===== config.mk =====
export PLATFORM = sky130hd
export DESIGN_NAME = lcd_backlight_sched
export DESIGN_NICKNAME = d
export VERILOG_FILES = /design/src/rtl/lcd_backlight_sched.sv
export SDC_FILE = /design/constraint.sdc
export NUM_CORES = 1
export LEC_CHECK = 0
export BUFFER_PORTS_ARGS = -buffer_cell sky130_fd_sc_hd__buf_2
export CAP_MARGIN = 20
export CORE_MARGIN = 2
export CORE_UTILIZATION = 36
export DETAILED_ROUTE_END_ITERATION = 10
export PLACE_DENSITY = 0.63
export SETUP_SLACK_MARGIN = 0.05
export SYNTH_ARGS = -nofsm -noshare
export SYNTH_HDL_FRONTEND = slang
export SYNTH_SLANG_ARGS = --single-unit

===== constraint.sdc =====
create_clock -name clk -period 3.1 [get_ports clk]
set_input_delay 0 -clock clk [delete_from_list [all_inputs] [get_ports clk]]
set_output_delay 0 -clock clk [all_outputs]
set_load 0.01 [all_outputs]

===== src/rtl/lcd_backlight_sched.sv =====
// Backlight level scheduler: user setting, idle dimming and a sleep force-off feed one target level.
// Define LCD_BL_FADE_EN to fade one step per STEP_US; left undefined, level follows target directly.
module lcd_backlight_sched #(
   parameter int CLK_HZ     = 27000000,
   parameter int STEP_US    = 1000,
   parameter int IDLE_MS    = 30000,
   parameter int DIM_LEVEL  = 4,
   parameter int INIT_LEVEL = 16
) (
   input  logic       clk,
   input  logic       srst,
   input  logic [4:0] user_level,
   input  logic       user_valid,
   output logic       user_ready,
   input  logic       activity,
   input  logic       sleep_req,
   output logic [4:0] level,
   output logic       busy,
   output logic       dimmed
);
   localparam longint MS_DIV_RAW = longint'(CLK_HZ) / 1000;
   localparam longint MS_DIV     = (MS_DIV_RAW < 1) ? 1 : MS_DIV_RAW;
   localparam int     MS_W       = (MS_DIV > 1) ? $clog2(MS_DIV) : 1;
   localparam int     IDLE_W     = $clog2(IDLE_MS + 1);

   localparam logic [MS_W-1:0]   MS_LAST  = MS_W'(MS_DIV - 1);
   localparam logic [IDLE_W-1:0] IDLE_MAX = IDLE_W'(IDLE_MS);
   localparam logic [4:0]        DIM_L    = 5'(DIM_LEVEL);
   localparam logic [4:0]        INIT_L   = 5'(INIT_LEVEL);

   logic [4:0]        user_set;
   logic [4:0]        target;
   logic [MS_W-1:0]   ms_cnt;
   logic [IDLE_W-1:0] idle_cnt;
   logic              accept;
   logic              clear;
   logic              ms_tick;

   assign user_ready = !sleep_req && !srst;
   assign accept     = user_valid && user_ready;
   assign clear      = activity || accept;
   assign ms_tick    = (ms_cnt == MS_LAST);

   always_comb begin
      if (sleep_req)
         target = '0;
      else if (dimmed)
         target = (user_set < DIM_L) ? user_set : DIM_L;
      else
         target = user_set;
   end

   // NOTE: every register here uses <= so all state updates see the same pre-edge values.
   always_ff @(posedge clk) begin
      if (srst)
         user_set <= INIT_L;
      else if (accept)
         user_set <= user_level;
   end

   // The prescaler restarts with the idle count so the timeout is exactly IDLE_MS after the last event.
   always_ff @(posedge clk) begin
      if (srst || sleep_req || clear) begin
         ms_cnt   <= '0;
         idle_cnt <= '0;
         dimmed   <= 1'b0;
      end else begin
         ms_cnt <= ms_tick ? '0 : ms_cnt + 1'b1;
         if (ms_tick && idle_cnt != IDLE_MAX)
            idle_cnt <= idle_cnt + 1'b1;
         if (idle_cnt == IDLE_MAX)
            dimmed <= 1'b1;
      end
   end

`ifdef LCD_BL_FADE_EN
   localparam longint STEP_RAW  = (longint'(CLK_HZ) / 1000000) * longint'(STEP_US);
   localparam longint STEP_DIV  = (STEP_RAW < 1) ? 1 : STEP_RAW;
   localparam int     STEP_W    = (STEP_DIV > 1) ? $clog2(STEP_DIV) : 1;
   localparam logic [STEP_W-1:0] STEP_LAST = STEP_W'(STEP_DIV - 1);

   typedef enum logic {ST_IDLE, ST_RAMP} state_t;

   state_t            state;
   logic [STEP_W-1:0] step_cnt;
   logic [4:0]        level_step;

   // Only used while level != target, so it can never wrap past 0 or 31.
   assign level_step = (target > level) ? level + 5'd1 : level - 5'd1;

   always_ff @(posedge clk) begin
      if (srst) begin
         state    <= ST_IDLE;
         level    <= '0;
         step_cnt <= '0;
      end else begin
         case (state)
            ST_IDLE: begin
               if (target != level) begin
                  state    <= ST_RAMP;
                  step_cnt <= '0;
               end
            end
            ST_RAMP: begin
               if (target == level) begin
                  state <= ST_IDLE;
               end else if (step_cnt == STEP_LAST) begin
                  step_cnt <= '0;
                  level    <= level_step;
                  if (level_step == target)
                     state <= ST_IDLE;
               end else begin
                  step_cnt <= step_cnt + 1'b1;
               end
            end
         endcase
      end
   end

   assign busy = (state == ST_RAMP);
`else
   always_ff @(posedge clk) begin
      if (srst)
         level <= '0;
      else
         level <= target;
   end

   // High only for the single cycle in which level is catching up with target.
   assign busy = !srst && (level != target);
`endif

endmodule


## Word-level counts from Yosys, hierarchy flattened

Index checks and enable logic that the tools add are counted.

- Register bits: 41
- Bits in latches: 0
- Bits in writable memories: 0
- Bits in read-only memories: 0
- Bits of input ports: 10
- Output and inout port bits: 8
- Logic and storage cells: 25
- Memories: 0

- $add $sub $neg: 2
- Multipliers: 0
- Div/mod/pow operators: 0
- Magnitude comparators: 1
- Eq/ne operators: 4
- Shift operators: 0
- Muxes and demuxes: 3
- Bitwise logic cells: 0
- Reduce and logical (&&, ||, !) cells: 10

Operators by type and width:

| operator | count |
|---|---|
| adder 15 x 1 -> 15 bit, second input constant | 2 |
| == test 15 bit, second input constant | 2 |
| two-way mux 5 bit | 3 |
| != test 15 bit, second input constant | 1 |
| less-than comparator 5 x 3 -> 1 bit, second input constant | 1 |
| != test 5 bit | 1 |
| logical AND 1 bit | 4 |
| logical OR 1 bit | 3 |
| zero test 1 bit | 2 |
| OR reduction 2 bit | 1 |

## Depth between registers and ports, before layout

Gate-level depths: netlist of the first run.

- Depth in word-level cells: 6
- Mapped depth: 8

## Worst setup path before layout of the first run

No wires, ideal clock.

- Kind: flip-flop to flip-flop
- Start: reg ms_cnt[12]
- End: reg idle_cnt[14]
- Library setup time: 0.071 ns
- Arrival time: 2.084 ns
- Path slack: 0.945 ns
- Stages on the path, launching flop included: 6
- Path through: dfxtp_1 or4b_4 nor4_4 nand4_2 or4_1 a21oi_1

- Cells in the longest elaborated chain, start to end: 2

RTL lines:

| item | RTL line | text |
|---|---|---|
| start: declaration | 33 | `logic [MS_W-1:0] ms_cnt;` |
| start signal: assignment | 68 | `ms_cnt <= ms_tick ? '0 : ms_cnt + 1'b1;` |
| == test 15 bit | 42 | `assign ms_tick = (ms_cnt == MS_LAST);` |
| logical AND 1 bit | 69 | `if (ms_tick && idle_cnt != IDLE_MAX)` |
| end signal: assignment | 70 | `idle_cnt <= idle_cnt + 1'b1;` |
| end: declaration | 34 | `logic [IDLE_W-1:0] idle_cnt;` |

No other way between the ends.
A chain may end at the register's enable or synchronous reset.

## Worst setup path after layout of the first run

Ends and elaborated chain as after synthesis.

==> results of run 1 <==
==> timing repair <==
| item | in CTS | in global routing |
|---|---|---|
| hold buffers | 6 | 0 |
| endpoints found under the setup margin | 0 | 0 |
| hold endpoints to repair | 6 | 0 |
==> registers in the layout (all words and copies together), names as in the netlist <==
signal / flops
idle_cnt: 15
ms_cnt: 15
level: 5
user_set: 5
dimmed: 1
==> area by class of cell <==
class                      count  area, sq um  share of cell area (%)
sequential                    41        820.8                   37.40
clock inverter                 1        30.03                   1.368
timing repair buffer          23        145.1                   6.613
multi-input combinational    154        994.7                   45.33
tap                           70        87.58                   3.991
clock buffer                   7        86.33                   3.934
inverter                       8        30.03                   1.368
==> through the flow <==
stage                     instances  instance area (sq um)  util (%)
after detailed placement        290                   2018     40.02
after global routing            304                   2195     43.52
after global placement          290                   2018     40.02
after floorplan                 209                   1868         -
final                           304                   2195     43.52
after CTS                       304                   2195     43.52
==> kinds of logic (layout without fill, tap and decap cells) <==
family | count (synthesis) | in the layout
and+or+nand+nor | 99 | 99
DFF | 41 | 41
AOI/OAI and AO/OA | 27 | 27
xor gates and xnor gates | 21 | 21
buffers and inverters | 14 | 39
muxes | 4 | 4
adders and majority gates | 3 | 3
==> worst max-delay path by stage <==
stage | from | slack, ns | cells past startpoint | end
2_1_floorplan | ms_cnt[12]$_SDFF_PP0_ | 0.95 | 5 | idle_cnt[14]$_SDFFE_PP0P_
3_3_place_gp | ms_cnt[12]$_SDFF_PP0_ | 0.81 | 5 | idle_cnt[14]$_SDFFE_PP0P_
3_5_place_dp | ms_cnt[12]$_SDFF_PP0_ | 0.76 | 5 | idle_cnt[14]$_SDFFE_PP0P_
4_1_cts | ms_cnt[12]$_SDFF_PP0_ | 0.73 | 5 | idle_cnt[14]$_SDFFE_PP0P_
5_1_grt | ms_cnt[12]$_SDFF_PP0_ | 0.62 | 5 | idle_cnt[14]$_SDFFE_PP0P_
6_report | ms_cnt[12]$_SDFF_PP0_ | 0.75 | 5 | idle_cnt[14]$_SDFFE_PP0P_
==> per-layer routing <==
| layer | up-vias | wire length (um) | track usage (%) | share of wire, % |
|---|---|---|---|---|
| met1 | 707 | 1775 | 15.73 | 48 |
| met5 | - | 0 | 0 | 0 |
| met4 | 0 | 62 | 5.455 | 1.7 |
| li1 | 785 | - | - | - |
| met3 | 8 | 95 | 3.555 | 2.6 |
| met2 | 17 | 1734 | 21.52 | 47 |
==> layout by cell type (no fill, tap or decap), types with 2 or more instances in the layout <==
cell | netlist | final
dfxtp_1 | 41 | 41
nor2_1 | 32 | 32
buf_2 | 0 | 17
xnor2_1 | 11 | 11
nand3_1 | 11 | 11
xor2_1 | 10 | 10
a21oi_1 | 10 | 10
nand2_1 | 9 | 9
inv_1 | 8 | 8
or3_1 | 7 | 7
o21ai_0 | 6 | 6
clkbuf_8 | 0 | 6
dlygate4sd3_1 | 0 | 6
nand4_1 | 5 | 5
and3_1 | 5 | 5
nor3_1 | 4 | 4
o31ai_1 | 4 | 4
mux2i_1 | 4 | 4
or4_1 | 4 | 4
a31oi_1 | 3 | 3
and2_1 | 3 | 3
ha_1 | 3 | 3
nor4bb_1 | 2 | 2
nand2b_1 | 2 | 2
nor2b_1 | 2 | 2
and4_1 | 2 | 2
nand4_2 | 2 | 2
==> power by group <==
part	internal, mW	switching [mW]	total (mW)
Combinational	0.0242	0.0227	0.0469
Sequential	0.532	0.00629	0.538
Clock	0.263	0.182	0.445
Total	0.818	0.211	1.03
==> worst max-delay path: stages (launching register included) <==
cell and delay [ns]:
dfxtp_1 0.33, or4b_4 0.54, nor4_4 0.51, nand4_2 0.30, or4_1 0.46, a21oi_1 0.15
==> reports/summary.txt, run 1 <==
Post-synth top cells: 41 x dfxtp_1, 32 x nor2_1, 11 x nand3_1, 11 x xnor2_1
top cells by area, synth: dfxtp_1 44%, nor2_1 6.4%, xnor2_1 5.2%
latest clock arrival within the worst-skew pair: 0.29 ns
core box area: 0.005042 sq mm
Post-Synth XOR/XNOR Area: 9.846%
hold path depth: 2
status: finished, final reports clean
area leader, netlist: dfxtp_1
grt total ovfl: 0
Slew @ Worst Pin: 0.6660 ns
Synth async-reset ratio: 0%
peak supply drop: 0.2253 mV
DR pass1 iterations: 4
Pleak: 0.7733 nW
Post-synth EDFFs: 0
post-synthesis register bit count: 41
mux contribution to synthesized area: 2.143%
TritonCTS clock tree: built
Final period util: 75.72%
worst slack, placed: 0.7579 ns
Via-to-Cell Ratio: 4.990
Root Buffer: clkbuf_8
final WL: 3.667 mm
Synthesized Nets: 222
synthesized instance count: 209
Yosys cell types: 38
Setup crit start kind: flip-flop
Final HPWL DP: 2.555 mm
CTS buffer count: 5
Buffers on Ports: 17
largest family of logic cells by synthesized area: simple AND/OR/NAND/NOR gates
Slew Limit Fails: 0
area delta synth->final: 17.48%
Hold WS: 0.02416 ns
critical path endpoint category: flip-flop
Slew headroom: 55.51%
final setup fails: 0
GPL Wtd Cong: 0.7737
CP Data Arrival Time: 2.57 ns
Nets: 246
buffers from clock root to sink, at most: 2
Final WS setup: 0.7525 ns
share of the synthesized area in the top cell type: 43.94%
via count: 1517
Worst Setup Path Type: flip-flop to flip-flop
Max Cap Viol: 0
Mean Syn Cell Area: 8.938 sq um
count leader, synth: dfxtp_1
main flop type after synthesis: dfxtp_1
WP data required: 3.32 ns
Sink Count: 41
H-tree depth: 2
Resized cells post-CTS: 0
row count: 26
Synth Area in Simple Gates: 30.48%
synth warn: 0
unrepaired setup endpoints after global routing: no
Initial DRC Count: 81
Clk pin slew, worst setup/hold paths: 0.08 ns
Die Span X: 76.04 um
setup bufs post-CTS: 0
GRT Overall Usage: 12.92%
fraction of layout cells with a size suffix above 1: 13.25%
pwr/cell area: 469.1 mW/mm^2
total power: 1.029 mW
DR DRC count: 0
setup TNS: 0 ns
# IOs: 18
largest net degree at the start of global routing: 18
Mapped Area: 0.001868 sq mm
crit-path max FO: 9
Reg-to-Reg Start: ms_cnt[12]$_SDFF_PP0_
Avg WL per Cell: 12.06 um
clk_skew: 0.008501 ns
FILL cells: 496
Worst R2R Setup Slack: 0.75 ns
antenna violations before repair: 0
sequential cell area fraction in the yosys report: 43.94%
worst r2r dst: idle_cnt[14]$_SDFFE_PP0P_
Hold Crit Class: input pin to flip-flop
first-pass GRT wire length: 6.030 mm
worst hold endpoint: user_set[1]$_SDFFE_PP0P_
Final min period: 2.347 ns
fmax: 426.0 MHz
adder-cell area share of the yosys netlist: 2.009%
vias in the first global route: 1379
worst hold path startpoint: srst
initial core utilization: 37.05%
# diodes: 0
Antenna Nets Post-Route: 0
Compound-Gate Fraction of Synth Area: 8.774%
Die Y-Extent: 76.04 um
cells on worst reg2reg path: 5
die area: 0.005781 sq mm
Final Hold Viols: 0
(Power assumes the default switching activity.)
==> run 2, diff against run 1 <==
- PLACE_DENSITY: 0.63 -> 0.65
- clock period: 3.1 -> 2 ns (I/O delays scaled with it)
==> run 2 against run 1 <==
  * Global-route usage grew 1.4 points
  * Design area rose by 12%
  * Core utilization grew 5.4 points
  * Clock power rose by 53%
  * Combinational power increased by 69%
  * Die area unchanged
  * Count of clock-buffer cells in the layout decreased by 2
  * Non-clock buffer count grew 29
  * Worst hold slack worse by 0.020 ns
  * Setup slack got worse by 0.72 ns
  * Critical path depth did not move
  * Largest cell class unchanged
==> reports/summary.txt, run 2 (synthesis results as in run 1) <==
GPL Wtd Cong: 0.8233 (+6.4%)
fraction of layout cells with a size suffix above 1: 25.10% (+12 points)
CP Data Arrival Time: 2.16 ns (-0.41 ns)
TritonCTS clock tree: built
Setup crit start kind: flip-flop
Worst R2R Setup Slack: 0.03 ns (-0.72 ns)
Clk pin slew, worst setup/hold paths: 0.09 ns (about the same)
crit path to: idle_cnt[14]$_SDFFE_PP0P_
total power: 1.594 mW (+55%)
Slew headroom: 70.25% (+15 points)
Root Buffer: clkbuf_8
Slew Limit Fails: 0 (unchanged)
Initial DRC Count: 99 (+22%)
top flop regs: idle_cnt: 15 flops, ms_cnt: 15 flops
FF+latch area: 823.3 sq um (+0.30%)
cells on worst reg2reg path: 5 (unchanged)
peak supply drop: 0.3330 mV (+48%)
GRT Max-Usage Layer: met2
Final Hold Viols: 0 (unchanged)
fmax: 507.8 MHz (+19%)
largest net degree at the start of global routing: 18 (unchanged)
Buffers on Ports: 17 (unchanged)
critical path endpoint category: flip-flop
CP startpoint: idle_cnt[3]$_SDFFE_PP0P_
Final WS setup: 0.03074 ns (-0.7218 ns)
antenna violations before repair: 0 (unchanged)
pwr/cell area: 646.3 mW/mm^2 (+38%)
Multi-input gate area: 0.001030 sq mm (+3.5%)
CP Cell Sequence: or4b_4 > or4_4 > nand4_4 > or4_1 > a21oi_1
Final Non-Filler Cells: 333 (+9.5%)
vias in the first global route: 1509 (+9.4%)
Antenna Nets Post-Route: 0 (unchanged)
area delta synth->final: 32.02%
# IOs: 18 (unchanged)
most frequent cells in the layout: 39 x dfxtp_1, 32 x nor2_1, 26 x buf_4
Slew @ Worst Pin: 0.4428 ns (-0.2232 ns)
DR pass1 iterations: 4 (unchanged)
Reg-to-Reg Start: idle_cnt[3]$_SDFFE_PP0P_
Worst Setup Path Type: flip-flop to flip-flop
status: finished, final reports clean
crit-path max FO: 9 (unchanged)
Sink Count: 41 (unchanged)
unrepaired setup endpoints after global routing: yes
worst r2r dst: idle_cnt[14]$_SDFFE_PP0P_
# diodes: 0 (unchanged)
met3 Usage GRT: 3.673% (+0.12 points)
clk_skew: 0.01357 ns (+0.005064 ns)
met1 Use GR: 17.76% (+2.0 points)
GRT Overall Usage: 14.33% (+1.4 points)
dpl cells: 316 (+9.0%)
CP max-delay cell: or4_4
GR met2 Demand/Resource: 22.68% (+1.2 points)
FILL cells: 477 (-3.8%)
buffers from clock root to sink, at most: 2 (unchanged)
DR DRC count: 0 (unchanged)
Hold Crit Class: input pin to flip-flop
H-tree depth: 2 (unchanged)
Final period util: 98.46% (+23 points)
worst slack, placed: -0.1019 ns (-0.8598 ns)
final WL: 3.843 mm (+4.8%)
Via-to-Cell Ratio: 4.871 (-2.4%)
Final min period: 1.969 ns (-0.3782 ns)
grt total ovfl: 0 (unchanged)
Avg WL per Cell: 11.54 um (-4.3%)
Die Y-Extent: 76.04 um (unchanged)
die area: 0.005781 sq mm (unchanged)
Max Cap Viol: 0 (unchanged)
Die Span X: 76.04 um (unchanged)
CTS buffer count: 5 (unchanged)
commonest non-fill, non-tap cell in the layout: dfxtp_1
core box area: 0.005042 sq mm (unchanged)
latest clock arrival within the worst-skew pair: 0.31 ns (+0.02 ns)
final setup fails: 0 (unchanged)
Hold WS: 0.003970 ns (-0.02019 ns)
first-pass GRT wire length: 6.630 mm (+10%)
via count: 1622 (+6.9%)
Final HPWL DP: 2.639 mm (+3.3%)
Pleak: 0.9215 nW (+19%)
CP peak stage delay: 0.64 ns (+0.10 ns)
initial core utilization: 37.05% (unchanged)
WP data required: 2.20 ns (-1.12 ns)
Nets: 275 (+12%)
row count: 26 (unchanged)
run 2: changes by cell type in the layout (fill, tap and decap cells not counted), moves of 2 or more:
| cell | previous run | this run |
|---|---|---|
| buf_4 | 0 | 26 |
| nand4_4 | 0 | 2 |
| dlygate4sd3_1 | 6 | 8 |
| dfxtp_1 | 41 | 39 |
| dfxtp_2 | 0 | 2 |
| nand4_2 | 2 | 0 |
run 2: timing repair:
item | in CTS | in global routing
gates resized for setup | 3 | 2
endpoints found under the hold margin | 6 | 0
hold buffers | 8 | 0
gates cloned | 0 | 0
endpoints found under the setup margin | 15 | 16
pin swaps | 4 | 2
setup buffers | 0 | 1
run 2: layout make-up:
type,count,share of cell area [%]
well taps,70,3.551
repair buffers,52,15.42
clock inverters,3,1.877
clock buffers,5,2.790
inverters,8,1.218
multi-input cells,154,41.76
flip-flops and latches,41,33.38
run 2: critical path: cells and delay by family, from the launching register on:
| family | cells | cell delay [ns] |
|---|---|---|
| compound gates | 1 | 0.05 |
| flops | 1 | 0.33 |
| simple gates | 4 | 1.49 |
run 2: worst min-delay path by stage:
stage          depth (start not counted)     startpoint                        to
2_1_floorplan                          1           srst                user_ready
3_3_place_gp                           2  user_level[4]  user_set[4]$_SDFFE_PP1P_
3_5_place_dp                           2  user_level[4]  user_set[4]$_SDFFE_PP1P_
4_1_cts                                2           srst  user_set[3]$_SDFFE_PP0P_
5_1_grt                                2           srst  user_set[3]$_SDFFE_PP0P_
6_report                               2           srst  user_set[2]$_SDFFE_PP0P_
run 2: power breakdown:
group	internal (mW)	total [mW]	switching, mW
clock	0.373	0.681	0.307
combinational	0.0433	0.0792	0.0358
sequential	0.824	0.834	0.00972
run 2: stage by stage:
stage | setup TNS, ns | utilization [%] | area, sq um
2_1_floorplan | -0.01907 | - | 1893
3_3_place_gp | -0.3999 | 44.44 | 2241
3_5_place_dp | -0.9321 | 44.44 | 2241
4_1_cts | 0 | 48.61 | 2451
5_1_grt | -0.6592 | 48.91 | 2466
6_report | 0 | 48.91 | 2466
run 2: layer usage:
metal | vias to the layer above | routed length (um)
met5 | - | 0
met4 | 0 | 90
met3 | 8 | 126
met2 | 23 | 1774
met1 | 739 | 1851
li1 | 852 | -
==> run 3, diff against run 2 <==
- CORE_ASPECT_RATIO: not set -> 1.1
- PLACE_DENSITY: 0.65 -> 0.63
- clock period: 2 -> 1.9 ns (I/O delays scaled with it)
==> run 3 against run 2 <==
  * The flow now finishes with violations (negative setup slack)
  * Design area rose by 2.0%
  * Clock power rose by 6.9%
  * Core utilization rose by 1.4 points
  * Clock skew fell by 0.0037 ns
  * Critical path depth rose by 2
  * Non-clock buffer count rose by 1
  * Highest routed layer unchanged
  * Die area barely moved
  * Combinational power rose by 2%
  * Worst hold slack improved by 0.0070 ns
  * Critical endpoint is now idle_cnt[9]$_SDFFE_PP0P_
==> reports/summary.txt, run 3 (synthesis results as in run 1) <==
status: finished with violations
failing checks: negative setup slack
most frequent cells in the layout: 38 x dfxtp_1, 32 x nor2_1, 27 x buf_4
Sink Count: 41 (unchanged)
die area: 0.005782 sq mm (about the same)
buffers from clock root to sink, at most: 2 (unchanged)
final setup fails: 15 (+15)
WP data required: 2.13 ns (-0.07 ns)
DRT met1 WL: 1.753 mm (-5.3%)
Slew Limit Fails: 0 (unchanged)
Die Span X: 72.68 um (-4.4%)
Pleak: 0.9337 nW (+1.3%)
Avg WL per Cell: 11.89 um (+3.0%)
Reg-to-Reg Start: idle_cnt[0]$_SDFFE_PP0P_
cells on worst reg2reg path: 7 (+2)
Slew @ Worst Pin: 0.5803 ns (+0.1376 ns)
unrepaired setup endpoints after global routing: yes
via count: 1657 (+2.2%)
worst hold path startpoint: srst
Hold Crit Class: input pin to flip-flop
placed cell area: 0.002227 sq mm (-0.61%)
largest net degree at the start of global routing: 17 (-1)
vias in the first global route: 1595 (+5.7%)
worst hold endpoint: user_set[3]$_SDFFE_PP0P_
crit-path max FO: 8 (-1)
pwr/cell area: 670.4 mW/mm^2 (+3.7%)
Final period util: 104.9% (+6.5 points)
Via-to-Cell Ratio: 5.130 (+5.3%)
core box area: 0.005000 sq mm (-0.84%)
CP peak stage delay: 0.66 ns (+0.02 ns)
initial core utilization: 37.36% (+0.32 points)
Worst Setup Path Type: flip-flop to flip-flop
DR DRC count: 0 (unchanged)
area delta synth->final: 34.63%
Die Y-Extent: 79.55 um (+4.6%)
top flop regs: idle_cnt: 15 flops, ms_cnt: 15 flops
fraction of layout cells with a size suffix above 1: 27.92% (+2.8 points)
final instance area: 0.002515 sq mm (+2.0%)
# IOs: 18 (unchanged)
GRT Overall Usage: 14.94% (+0.61 points)
CP Data Arrival Time: 2.22 ns (+0.06 ns)
CP max-delay cell: or4_4
latest clock arrival within the worst-skew pair: 0.30 ns (about the same)
clk_skew: 0.009912 ns (-0.003653 ns)
hold path depth: 2 (unchanged)
# diodes: 0 (unchanged)
CP Cell Sequence: inv_2 > ha_4 > or4bb_1 > or4_4 > nand4_4 > o21ai_1 > a21oi_1
Slew headroom: 61.23% (-9.0 points)
peak supply drop: 0.5482 mV (+65%)
Final min period: 1.993 ns (+0.02416 ns)
fmax: 501.7 MHz (-1.2%)
GPL Wtd Cong: 0.8053 (-2.2%)
antenna violations before repair: 0 (unchanged)
CTS buffer count: 5 (unchanged)
commonest non-fill, non-tap cell in the layout: dfxtp_1
worst r2r dst: idle_cnt[9]$_SDFFE_PP0P_
Final HPWL DP: 2.693 mm (+2.1%)
Crit path buffers/inverters: 1 (+1)
first-pass GRT wire length: 6.927 mm (+4.5%)
worst slack, placed: -0.1902 ns (-0.08830 ns)
final WL: 3.840 mm (about the same)
FILL cells: 481 (+0.84%)
Setup crit start kind: flip-flop
Final WS setup: -0.09341 ns (-0.1242 ns)
met2 wire len: 1.917 mm (+8.1%)
Detail Route met3 WL: 113 um (-10%)
Worst R2R Setup Slack: -0.09 ns (-0.12 ns)
Final Hold Viols: 0 (unchanged)
critical path's top delay family: simple AND/OR/NAND/NOR gates
Root Buffer: clkbuf_8
H-tree depth: 2 (unchanged)
DR pass1 iterations: 4 (unchanged)
Clk pin slew, worst setup/hold paths: 0.08 ns (about the same)
Buffers on Ports: 17 (unchanged)
row count: 27 (+3.8%)
grt total ovfl: 0 (unchanged)
Max Cap Viol: 0 (unchanged)
Antenna Nets Post-Route: 0 (unchanged)
Hold WS: 0.01097 ns (+0.007001 ns)
TritonCTS clock tree: built
Top Layer Used: met4
Initial DRC Count: 60 (-39%)
critical path endpoint category: flip-flop
Nets: 277 (+0.73%)
[run 3: cell count changes in the layout (fill, tap and decap cells not counted), moves of 2 or more]
cell           before  now
buf_6               0    2
o21ai_1             0    4
o21ai_0             6    1
dlygate4sd3_1       8    6
[run 3: cell type report]
cell class | count | area (sq um) | share of cell area, %
inverter | 8 | 30.03 | 1.194
sequential | 41 | 824.5 | 32.79
multi-input combinational | 155 | 1077 | 42.84
clock buffer | 6 | 82.58 | 3.284
tap | 58 | 72.57 | 2.886
timing repair buffer | 53 | 390.4 | 15.52
clock inverter | 2 | 37.54 | 1.493
[run 3: power by group]
| part | internal [mW] | total (mW) | switching, mW |
|---|---|---|---|
| clock | 0.427 | 0.728 | 0.301 |
| combinational | 0.0429 | 0.0809 | 0.0380 |
| sequential | 0.867 | 0.878 | 0.0102 |
| total | 1.34 | 1.69 | 0.349 |
[run 3: worst max-delay path by stage]
stage	startpoint	slack [ns]	cells after the start	to
after global routing	idle_cnt[0]$_SDFFE_PP0P_	-0.19	7	idle_cnt[9]$_SDFFE_PP0P_
after detailed placement	idle_cnt[0]$_SDFFE_PP0P_	-0.19	7	idle_cnt[13]$_SDFFE_PP0P_
after CTS	idle_cnt[0]$_SDFFE_PP0P_	-0.07	7	idle_cnt[8]$_SDFFE_PP0P_
after floorplan	ms_cnt[12]$_SDFF_PP0_	-0.12	5	idle_cnt[13]$_SDFFE_PP0P_
final	idle_cnt[0]$_SDFFE_PP0P_	-0.09	7	idle_cnt[9]$_SDFFE_PP0P_
after global placement	idle_cnt[0]$_SDFFE_PP0P_	-0.14	7	idle_cnt[13]$_SDFFE_PP0P_
[run 3: per-layer routing]
metal,GRT usage (%),vias to the layer above
met1,18.30,777
li1,-,854
met3,3.409,7
met5,0,-
met4,5.000,0
met2,25.55,19
[run 3: stage by stage]
step | TNS, ns | util (%) | cells | power (mW)
4_1_cts | -0.7331 | 49.65 | 321 | 1.701
2_1_floorplan | -0.5657 | - | 209 | 0.9408
6_report | -0.9809 | 50.30 | 323 | 1.686
3_5_place_dp | -2.260 | 44.54 | 304 | 0.9687
5_1_grt | -2.334 | 50.30 | 323 | 1.757
3_3_place_gp | -1.546 | 44.54 | 304 | 0.9673
[run 3: repair_timing]
item,CTS,global route
gates resized for setup,11,7
gates cloned,1,0
buffers inserted,2,2
endpoints found under the hold margin,6,0
setup endpoints to repair,15,29
pin swaps,7,10
hold buffers,6,0
